--- src/rtl/stm_audio_rx_fifo_if.sv ---
// STM32 audio bus plus Audio_Controller write port, as seen by stm_audio_rx_fifo.
// The slave side is the FIFO block. The master side is the STM32, the codec controller and the debug display.
interface stm_audio_rx_fifo_if #(
  parameter int unsigned DATA_WIDTH = 16,
  parameter int unsigned ADDR_WIDTH = 4
);
  logic [DATA_WIDTH-1:0] stm_data;
  logic                  stm_wr;
  logic                  stm_ready;
  logic                  mute;
  logic                  audio_out_allowed;
  logic [DATA_WIDTH-1:0] left_channel_audio_out;
  logic [DATA_WIDTH-1:0] right_channel_audio_out;
  logic                  write_audio_out;
  logic [ADDR_WIDTH:0]   fifo_level;
  logic [7:0]            overflow_count;
  logic [7:0]            underrun_count;

  modport master (
    output stm_data, stm_wr, mute, audio_out_allowed,
    input  stm_ready, left_channel_audio_out, right_channel_audio_out,
           write_audio_out, fifo_level, overflow_count, underrun_count
  );

  modport slave (
    input  stm_data, stm_wr, mute, audio_out_allowed,
    output stm_ready, left_channel_audio_out, right_channel_audio_out,
           write_audio_out, fifo_level, overflow_count, underrun_count
  );
endinterface

--- src/rtl/stm_audio_rx_fifo.sv ---
// Captures asynchronous STM32 audio samples into a small FIFO.
// After priming, it drains one sample per codec slot into Audio_Controller.
module stm_audio_rx_fifo #(
  parameter int unsigned DATA_WIDTH  = 16,
  parameter int unsigned ADDR_WIDTH  = 4,
  parameter int unsigned PRIME_LEVEL = 8,
  parameter int unsigned SYNC_STAGES = 2
) (
  input  logic                  clk,
  input  logic                  reset,
  stm_audio_rx_fifo_if.slave    bus
);
  localparam int unsigned       DEPTH   = 1 << ADDR_WIDTH;
  localparam logic [ADDR_WIDTH:0] DEPTH_L = (ADDR_WIDTH+1)'(DEPTH);
  localparam logic [ADDR_WIDTH:0] READY_L = (ADDR_WIDTH+1)'(DEPTH - 2);
  localparam logic [ADDR_WIDTH:0] PRIME_L = (ADDR_WIDTH+1)'(PRIME_LEVEL);

  typedef enum logic [2:0] {PRIME, IDLE, LOAD, STROBE, HOLD} state_e;

  // Strobe and data are synchronized in parallel so the pushed word lines up with the detected edge.
  logic [SYNC_STAGES-1:0] wr_sync_q;
  logic                   wr_dly_q;
  logic [DATA_WIDTH-1:0]  data_sync_q [SYNC_STAGES];

  logic [DATA_WIDTH-1:0]  mem_q [DEPTH];
  logic [ADDR_WIDTH-1:0]  wr_ptr_q, wr_ptr_d;
  logic [ADDR_WIDTH-1:0]  rd_ptr_q, rd_ptr_d;
  logic [ADDR_WIDTH:0]    level_q, level_d;
  logic [7:0]             ovf_q, ovf_d;
  logic                   ready_q, ready_d;

  state_e                 state_q;
  logic [DATA_WIDTH-1:0]  sample_q;
  logic                   write_q;
  logic [7:0]             udr_q;

  logic push_req, full, empty, do_push, pop;

  always_ff @(posedge clk) begin
    if (reset) begin
      wr_sync_q <= '0;
      wr_dly_q  <= 1'b0;
      for (int unsigned i = 0; i < SYNC_STAGES; i++) data_sync_q[i] <= '0;
    end else begin
      wr_sync_q      <= {wr_sync_q[SYNC_STAGES-2:0], bus.stm_wr};
      wr_dly_q       <= wr_sync_q[SYNC_STAGES-1];
      data_sync_q[0] <= bus.stm_data;
      for (int unsigned i = 1; i < SYNC_STAGES; i++) data_sync_q[i] <= data_sync_q[i-1];
    end
  end

  // Full is judged on the pre-pop level, so a push that collides with a pop while full is still dropped.
  always_comb begin
    push_req = wr_sync_q[SYNC_STAGES-1] & ~wr_dly_q;
    full     = (level_q == DEPTH_L);
    empty    = (level_q == '0);
    do_push  = push_req & ~full;
    pop      = (state_q == LOAD);
    wr_ptr_d = do_push ? wr_ptr_q + ADDR_WIDTH'(1) : wr_ptr_q;
    rd_ptr_d = pop ? rd_ptr_q + ADDR_WIDTH'(1) : rd_ptr_q;
    level_d  = level_q;
    case ({do_push, pop})
      2'b10:   level_d = level_q + (ADDR_WIDTH+1)'(1);
      2'b01:   level_d = level_q - (ADDR_WIDTH+1)'(1);
      default: level_d = level_q;
    endcase
    ovf_d = ovf_q;
    if (push_req && full && ovf_q != 8'hFF) ovf_d = ovf_q + 8'd1;
    ready_d = (level_q < READY_L);
  end

  always_ff @(posedge clk) begin
    if (reset) begin
      wr_ptr_q <= '0;
      rd_ptr_q <= '0;
      level_q  <= '0;
      ovf_q    <= '0;
      ready_q  <= 1'b0;
    end else begin
      wr_ptr_q <= wr_ptr_d;
      rd_ptr_q <= rd_ptr_d;
      level_q  <= level_d;
      ovf_q    <= ovf_d;
      ready_q  <= ready_d;
    end
  end

  always_ff @(posedge clk) begin
    if (do_push) mem_q[wr_ptr_q] <= data_sync_q[SYNC_STAGES-1];
  end

  // HOLD gives the controller a cycle to update audio_out_allowed, so strobes are at least 4 cycles apart.
  always_ff @(posedge clk) begin
    if (reset) begin
      state_q  <= PRIME;
      sample_q <= '0;
      write_q  <= 1'b0;
      udr_q    <= '0;
    end else begin
      write_q <= 1'b0;
      case (state_q)
        PRIME: if (level_q >= PRIME_L) state_q <= IDLE;
        IDLE: begin
          if (bus.audio_out_allowed) begin
            if (empty) begin
              if (udr_q != 8'hFF) udr_q <= udr_q + 8'd1;
              state_q <= PRIME;
            end else begin
              state_q <= LOAD;
            end
          end
        end
        LOAD: begin
          sample_q <= bus.mute ? '0 : mem_q[rd_ptr_q];
          write_q  <= 1'b1;
          state_q  <= STROBE;
        end
        STROBE:  state_q <= HOLD;
        HOLD:    state_q <= IDLE;
        default: state_q <= PRIME;
      endcase
    end
  end

  assign bus.stm_ready               = ready_q;
  assign bus.left_channel_audio_out  = sample_q;
  assign bus.right_channel_audio_out = sample_q;
  assign bus.write_audio_out         = write_q;
  assign bus.fifo_level              = level_q;
  assign bus.overflow_count          = ovf_q;
  assign bus.underrun_count          = udr_q;
endmodule
--- src/flat_wrapper.sv ---
// flat-port wrapper written by rule: the top's interface ports become plain ports
module stm_audio_rx_fifo_flat 
#(
  parameter int unsigned DATA_WIDTH  = 16,
  parameter int unsigned ADDR_WIDTH  = 4,
  parameter int unsigned PRIME_LEVEL = 8,
  parameter int unsigned SYNC_STAGES = 2
)
  (clk, reset, bus_stm_data, bus_stm_wr, bus_mute, bus_audio_out_allowed, bus_stm_ready, bus_left_channel_audio_out, bus_right_channel_audio_out, bus_write_audio_out, bus_fifo_level, bus_overflow_count, bus_underrun_count);
  stm_audio_rx_fifo_if #(.DATA_WIDTH(DATA_WIDTH), .ADDR_WIDTH(ADDR_WIDTH)) bus_i ();
  input  logic clk;
  input  logic reset;
  input wire logic [$bits(bus_i.stm_data)-1:0] bus_stm_data;
  input wire logic [$bits(bus_i.stm_wr)-1:0] bus_stm_wr;
  input wire logic [$bits(bus_i.mute)-1:0] bus_mute;
  input wire logic [$bits(bus_i.audio_out_allowed)-1:0] bus_audio_out_allowed;
  output wire logic [$bits(bus_i.stm_ready)-1:0] bus_stm_ready;
  output wire logic [$bits(bus_i.left_channel_audio_out)-1:0] bus_left_channel_audio_out;
  output wire logic [$bits(bus_i.right_channel_audio_out)-1:0] bus_right_channel_audio_out;
  output wire logic [$bits(bus_i.write_audio_out)-1:0] bus_write_audio_out;
  output wire logic [$bits(bus_i.fifo_level)-1:0] bus_fifo_level;
  output wire logic [$bits(bus_i.overflow_count)-1:0] bus_overflow_count;
  output wire logic [$bits(bus_i.underrun_count)-1:0] bus_underrun_count;
  assign bus_i.stm_data = bus_stm_data;
  assign bus_i.stm_wr = bus_stm_wr;
  assign bus_i.mute = bus_mute;
  assign bus_i.audio_out_allowed = bus_audio_out_allowed;
  assign bus_stm_ready = bus_i.stm_ready;
  assign bus_left_channel_audio_out = bus_i.left_channel_audio_out;
  assign bus_right_channel_audio_out = bus_i.right_channel_audio_out;
  assign bus_write_audio_out = bus_i.write_audio_out;
  assign bus_fifo_level = bus_i.fifo_level;
  assign bus_overflow_count = bus_i.overflow_count;
  assign bus_underrun_count = bus_i.underrun_count;
  stm_audio_rx_fifo #(.DATA_WIDTH(DATA_WIDTH), .ADDR_WIDTH(ADDR_WIDTH), .PRIME_LEVEL(PRIME_LEVEL), .SYNC_STAGES(SYNC_STAGES)) u_core (.clk(clk), .reset(reset), .bus(bus_i));
endmodule
--- config.mk ---
export PLATFORM = sky130hd
export DESIGN_NAME = stm_audio_rx_fifo_flat
export DESIGN_NICKNAME = d
export VERILOG_FILES = /design/src/rtl/stm_audio_rx_fifo_if.sv /design/src/rtl/stm_audio_rx_fifo.sv /design/src/flat_wrapper.sv
export SDC_FILE = /design/constraint.sdc
export NUM_CORES = 1
export LEC_CHECK = 0
export CELL_PAD_IN_SITES_DETAIL_PLACEMENT = 2
export CELL_PAD_IN_SITES_GLOBAL_PLACEMENT = 2
export CORE_MARGIN = 4
export CORE_UTILIZATION = 45
export DETAILED_ROUTE_END_ITERATION = 8
export PLACE_DENSITY_LB_ADDON = 0.1
export SLEW_MARGIN = 20
export SYNTH_ARGS = -nofsm -noshare
export SYNTH_HDL_FRONTEND = slang
export SYNTH_SLANG_ARGS = --single-unit
--- constraint.sdc ---
create_clock -name clk -period 3.15 [get_ports clk]
set_input_delay 0.945 -clock clk [delete_from_list [all_inputs] [get_ports clk]]
set_output_delay 0.945 -clock clk [all_outputs]
set_load 0.1 [all_outputs]
Word-level counts from Yosys, hierarchy flattened --
Memory sizes are Yosys's and may differ from the RTL's. A register that Yosys moved wholly into a read port is not among the register bits. Cells that the tools add are included.
Operators by class: bitwise operators 6, mux-type cells 16, reduce and logical (&&, ||, !) cells 7, $lt $le $gt $ge 2, equal/unequal tests 11, $add $sub $neg 6
Operators by type and width (count):
- $mux 16 | 3
- $add 8x1->8 const B | 2
- $ne 8x8->1 const B | 2
- $pmux 3 s5 | 1
- $pmux 5 s2 | 1
- $add 4x1->4 const B | 2
- $mux 4 | 2
- $eq 3x2->1 const B | 2
- $mux 1 | 6
- $mux 3 | 2
- $add 5x1->5 const B | 1
- $eq 5x5->1 const B | 1
- $ge 5x4->1 const B | 1
- $logic_not 5->1 | 1
- $lt 5x4->1 const B | 1
- $sub 5x1->5 const B | 1
- $reduce_and 4->1 | 1
- $eq 3x1->1 const B | 1
- $eq 3x3->1 const B | 1
- $logic_not 3->1 | 1
- $and 1x1->1 | 2
- $eq 2x1->1 const B | 1
- $eq 2x2->1 const B | 1
- $logic_and 1x1->1 | 2
- 7 further kinds | 9
Storage, ports and cells: memories kept 2, memory bits (writable) 288, register bits 53, output and inout port bits 55
Memory list:
- u_core.mem_q | words 16, width 16, read ports 1, clocked after Yosys merged registers in 1, write ports 1, line stm_audio_rx_fifo.sv:25 | logic [DATA_WIDTH-1:0] mem_q [DEPTH];
- u_core.data_sync_q | words 2, width 16, read ports 2, clocked after Yosys merged registers in 0, write ports 2, line stm_audio_rx_fifo.sv:23 | logic [DATA_WIDTH-1:0] data_sync_q [SYNC_STAGES];

Longest topological paths before layout --
word-level depth 5, gate-level depth with buffers 13, depth with buffers taken out 11

Least setup slack after synthesis --
Ideal clock, no wire load.
path type reg-to-reg, start register u_core.level_q[2], in the netlist u_core.bus.fifo_level[2], end memory u_core.mem_q[3][0], enable pin, path slack -467 ps, arrival 3208 ps, required time 2741 ps, buffers on the path 1, cell stages (with the launch flop) 6, library setup time 409 ps, path through dfxtp_1 > clkbuf_1 > nor4_1 > a21oi_1 > nand2_1 > nor3_1
Between the ends: word-level cells in the longest chain between the ends 5
Ends and longest elaborated chain:
- start, declared | line stm_audio_rx_fifo.sv:28 | logic [ADDR_WIDTH:0] level_q, level_d;
- start signal, assigned | line stm_audio_rx_fifo.sv:82 | level_q <= level_d;
- $eq 5x5->1 | line stm_audio_rx_fifo.sv:55 | full = (level_q == DEPTH_L);
- $not 1->1 | line stm_audio_rx_fifo.sv:57 | do_push = push_req & ~full;
- $and 1x1->1 | line stm_audio_rx_fifo.sv:57
- $mux 1 | line stm_audio_rx_fifo.sv:89 | if (do_push) mem_q[wr_ptr_q] <= data_sync_q[SYNC_STAGES-1];
- $mux 1 (implied by the code) | line stm_audio_rx_fifo.sv:89
- end, declared | line stm_audio_rx_fifo.sv:25
Every way passes these cells.

Worst setup path after layout --
start register u_core.level_q[1], in the netlist u_core.bus.fifo_level[1], end register u_core.level_q[4], in the netlist u_core.bus.fifo_level[4]
Between the ends: word-level cells in the longest chain between the ends 5, elaborated cells on any way between the ends 9, those cells by class 2 x add/sub; 3 x eq/ne; 1 x mux; 2 x bitwise; 1 x reduce/logical
Ends and longest elaborated chain:
- $eq 5x5->1 | line stm_audio_rx_fifo.sv:55
- $not 1->1 | line stm_audio_rx_fifo.sv:57
- $and 1x1->1 | line stm_audio_rx_fifo.sv:57
- $eq 2x1->1 or $eq 2x2->1 (tied branches) | line stm_audio_rx_fifo.sv:62 | case ({do_push, pop})
- $pmux 5 s2 or $reduce_bool 2->1 (tied branches)
Parallel ways exist; a longest one is shown, timed or not. A chain may end at the register's enable or synchronous reset.

==> flow_results.xml <==
<?xml version="1.0" encoding="UTF-8"?>
<metrics>
  <group name="global_routing">
    <metric name="antenna_found_initial" unit="">0</metric>
    <metric name="maximum_number_of_pins_on_one_net_before_global_route_repair" unit="">68</metric>
    <metric name="track_usage" unit="%">21.4</metric>
    <metric name="grt_overflow" unit="">0</metric>
    <metric name="first_global_vias" unit="">7785</metric>
    <metric name="grt_first_pass_wirelength" unit="um">50600</metric>
  </group>
  <group name="critical_path">
    <metric name="worst-r2r-cell-count" unit="">11</metric>
    <metric name="critical_path.max_stage_delay" unit="ps">380</metric>
    <metric name="crit_type" unit="">register to register</metric>
    <metric name="worst-endpoint-required" unit="ps">3580</metric>
    <metric name="critical_path_cell_count" unit="">11</metric>
    <metric name="crit_chain" unit="">nor4_2 -&gt; a21oi_2 -&gt; inv_1 -&gt; ha_1 -&gt; xor2_1 -&gt; ha_1 -&gt; o21ai_0 -&gt; o22ai_1 -&gt; a21oi_1 -&gt; a21oi_1 -&gt; mux2i_1</metric>
    <metric name="startpoint_kind_of_the_worst_setup_timing_path" unit="">register</metric>
    <metric name="critPathArrivalTime" unit="ps">3160</metric>
    <metric name="cp_num_buf_inv" unit="">1</metric>
    <metric name="crit_path_max_fanout" unit="">10</metric>
    <metric name="timing.reg2reg.setup_slack" unit="ps">420</metric>
    <metric name="setup.worst_path.end_class" unit="">register</metric>
    <metric name="critical-path-slowest-cell" unit="">sky130_fd_sc_hd__dfxtp_2</metric>
    <metric name="critical_path.top_delay_family" unit="">compound AO/OA/AOI/OAI gates</metric>
  </group>
  <group name="synthesis">
    <metric name="sequential_fraction_of_the_synthesis_area" unit="%">72.5</metric>
    <metric name="synth_warnings" unit="">0</metric>
    <metric name="flip_flop_cell_with_the_highest_count_after_synthesis" unit="">sky130_fd_sc_hd__edfxtp_1</metric>
    <metric name="synth_cell_types" unit="">41</metric>
    <metric name="synth_enable_flop_cells" unit="">256</metric>
    <metric name="yosysTopAreaCell" unit="">sky130_fd_sc_hd__edfxtp_1</metric>
    <metric name="synth.ff_latch_count" unit="">345</metric>
    <metric name="post_synth_inst_count" unit="">744</metric>
    <metric name="synth.avg_cell_area" unit="um^2">17.6</metric>
    <metric name="syn-cell-area" unit="mm^2">0.0131</metric>
    <metric name="synth.top_cell.area_share" unit="%">58.8</metric>
    <metric name="async_flop_share" unit="%">0</metric>
    <metric name="syn-num-nets" unit="">776</metric>
    <metric name="synthTopCellsByArea" unit="">sky130_fd_sc_hd__edfxtp_1, sky130_fd_sc_hd__dfxtp_1, sky130_fd_sc_hd__mux4_2</metric>
  </group>
  <group name="sta">
    <metric name="hold_viol_final" unit="">0</metric>
    <metric name="timing.final.setup_violations" unit="">0</metric>
    <metric name="rsz0062_at_grt" unit="">no</metric>
    <metric name="timing.setup.tns" unit="ps">0</metric>
    <metric name="worst-slew-pin-transition" unit="ps">936</metric>
    <metric name="max_fclk" unit="GHz">0.367</metric>
    <metric name="skew_final" unit="ps">15.3</metric>
    <metric name="final_period_minus_worst_setup_slack" unit="ps">2730</metric>
    <metric name="slew-limit-headroom" unit="%">37.6</metric>
    <metric name="timing_max_transition_violations_final" unit="">0</metric>
    <metric name="period_share" unit="%">86.6</metric>
  </group>
  <group name="drt">
    <metric name="post_drt_via_cell_ratio" unit="">5.59</metric>
    <metric name="drtPass1Iterations" unit="">5</metric>
    <metric name="routedWlPerCell" unit="um">26.8</metric>
    <metric name="detailroute.via_count" unit="">6960</metric>
    <metric name="drt_first_iter_violations" unit="">496</metric>
    <metric name="final_antenna_net_count" unit="">0</metric>
    <metric name="route.detailed.drc" unit="">0</metric>
    <metric name="postRouteWirelength" unit="um">33400</metric>
  </group>
  <group name="floorplan">
    <metric name="chipWidth" unit="um">178</metric>
    <metric name="num_io_pins" unit="">76</metric>
    <metric name="initial_utilization" unit="%">45.5</metric>
    <metric name="floorplan.die.height" unit="um">178</metric>
    <metric name="design.core.area" unit="mm^2">0.0287</metric>
    <metric name="core.rowCount" unit="">62</metric>
    <metric name="floorplan.die_area" unit="mm^2">0.0318</metric>
  </group>
  <group name="finish">
    <metric name="final_core_util" unit="%">53.8</metric>
    <metric name="design.final.nets" unit="">863</metric>
    <metric name="number_of_filler_instances_in_the_final_layout" unit="">2544</metric>
    <metric name="final_layout_size_suffix_gt1_share" unit="%">26.9</metric>
    <metric name="layout_common_cells" unit="">sky130_fd_sc_hd__edfxtp_1, sky130_fd_sc_hd__dfxtp_1, sky130_fd_sc_hd__buf_4</metric>
    <metric name="leading_cell_type_in_the_layout_fill_and_taps_excluded" unit="">sky130_fd_sc_hd__edfxtp_1</metric>
    <metric name="final_non_filler_cells" unit="">1246</metric>
    <metric name="finish.instance_area" unit="mm^2">0.0154</metric>
    <metric name="area_growth" unit="%">18.1</metric>
  </group>
  <group name="clock_network">
    <metric name="clk_latency" unit="ps">520</metric>
    <metric name="cts_buffers" unit="">38</metric>
    <metric name="clk_transition_reported_paths" unit="ps">60</metric>
    <metric name="tritoncts" unit="">yes</metric>
    <metric name="cts_sinks" unit="">345</metric>
    <metric name="htree_levels" unit="">2</metric>
    <metric name="cts.path.max_buffers" unit="">3</metric>
    <metric name="cts_setup_buffers" unit="">0</metric>
    <metric name="ctsRootBufferMaster" unit="">sky130_fd_sc_hd__clkbuf_16</metric>
  </group>
  <group name="placed_design">
    <metric name="place.detailed.instances" unit="">1175</metric>
    <metric name="detailed_place_hpwl" unit="um">19700</metric>
    <metric name="globalplace.congestion" unit="">0.755</metric>
    <metric name="io_buffers" unit="">75</metric>
    <metric name="post_dp_cell_area" unit="mm^2">0.0141</metric>
  </group>
  <group name="run">
    <metric name="cap_violations" unit="">0</metric>
  </group>
  <group name="power_and_ir_drop">
    <metric name="irDropWorstVdd" unit="V">0.000311</metric>
    <metric name="power-per-cell-area" unit="mW/mm^2">624</metric>
    <metric name="p_total" unit="mW">9.63</metric>
    <metric name="p_leak" unit="nW">5.13</metric>
  </group>
  <group name="worst_hold_path">
    <metric name="holdPathStages" unit="">1</metric>
    <metric name="min_path_type" unit="">register to register</metric>
  </group>
  <group name="outcome">
    <metric name="status" unit="">finished clean</metric>
  </group>
</metrics>
[cell usage after synthesis, drive strengths merged (3+ instances only)]
cell,number
a21oi,13
nor2,46
a22oi,17
nand2b,9
edfxtp,256
nand3,6
xor2,8
nor4,5
nor2b,36
ha,11
inv,6
nor3,12
mux4,64
mux2,16
mux2i,19
nand2,17
or3,3
dfxtp,89
o21ai,23
clkbuf,26
buf,27
nand4,3
xnor2,11
[state kept, by name, summed over array words and instances (netlist names), named ones only]
register	cells
u_core.mem_q	256
u_core.data_sync_q	32
u_core.bus.left_channel_audio_out	16
u_core.bus.overflow_count	8
u_core.bus.underrun_count	8
u_core.bus.fifo_level	5
u_core.rd_ptr_q	4
u_core.wr_ptr_q	4
u_core.state_q	3
u_core.wr_sync_q	2
u_core.bus.stm_ready	1
u_core.bus.write_audio_out	1
u_core.wr_dly_q	1
[per-layer routing]
layer / GRT usage, % / share of wire, % / vias to the layer above / wire (um)
met3: 2.71 / 3.8 / 40 / 1280
met4: 4.19 / 1.4 / 0 / 470
li1: - / - / 3039 / -
met2: 37.9 / 53 / 186 / 17500
met5: 0 / 0 / - / 0
met1: 28.6 / 42 / 3695 / 14100
[metrics by stage]
stage                     hold slack [ps]  setup WS, ps
after CTS                             446           233
after global placement                420           278
final                                 437           422
after detailed placement              433           243
after global routing                  455           138
after floorplan                       414           147
[worst register-to-register path, cell delays in order (launching register included)]
cell,delay (ps)
sky130_fd_sc_hd__dfxtp_2,380
sky130_fd_sc_hd__nor4_2,380
sky130_fd_sc_hd__a21oi_2,200
sky130_fd_sc_hd__inv_1,130
sky130_fd_sc_hd__ha_1,360
sky130_fd_sc_hd__xor2_1,200
sky130_fd_sc_hd__ha_1,190
sky130_fd_sc_hd__o21ai_0,110
sky130_fd_sc_hd__o22ai_1,210
sky130_fd_sc_hd__a21oi_1,100
sky130_fd_sc_hd__a21oi_1,200
sky130_fd_sc_hd__mux2i_1,210
[cell type report]
| cell class | instances | area [um^2] | share of cell area, % |
|---|---|---|---|
| multi-input combinational | 340 | 3330 | 21.6 |
| sequential | 345 | 9480 | 61.4 |
| tap | 384 | 480 | 3.11 |
| clock inverter | 16 | 175 | 1.13 |
| antenna | 1 | 2.50 | 0.0162 |
| timing repair buffer | 100 | 821 | 5.32 |
| inverter | 6 | 22.5 | 0.146 |
| clock buffer | 54 | 1120 | 7.29 |
[power breakdown]
part	leakage, nW	internal [mW]	switching (mW)	total (mW)
sequential	3.07	4.89	0.0485	4.94
clock	0.638	2.81	1.75	4.57
combinational	1.42	0.0528	0.0676	0.120
[final timing paths]
check	start	end
setup / recovery	u_core.bus.fifo_level[1]	u_core.bus.fifo_level[4]
hold / removal	u_core.data_sync_q[0][6]	u_core.data_sync_q[0][22]
setup reg to reg	u_core.bus.fifo_level[1]	u_core.bus.fifo_level[4]
hold reg to reg	u_core.data_sync_q[0][6]	u_core.data_sync_q[0][22]
[timing repair]
item | 4_1_cts | 5_1_grt
hold buffers | 0 | 0
endpoints found under the hold margin | 0 | 0
resized for setup | 0 | 1
setup endpoints to repair | 0 | 1
[cell families after synthesis]
kind of cell               synth area share [%]
DFF                                        72.5
and+or+nand+nor                            6.04
muxes                                      13.9
AOI/OAI and AO/OA                          3.04
buffers and inverters                      2.27
xor gates and xnor gates                   1.27
adders and majority gates                  1.05
No activity file was read; power rests on OpenSTA's default activity.
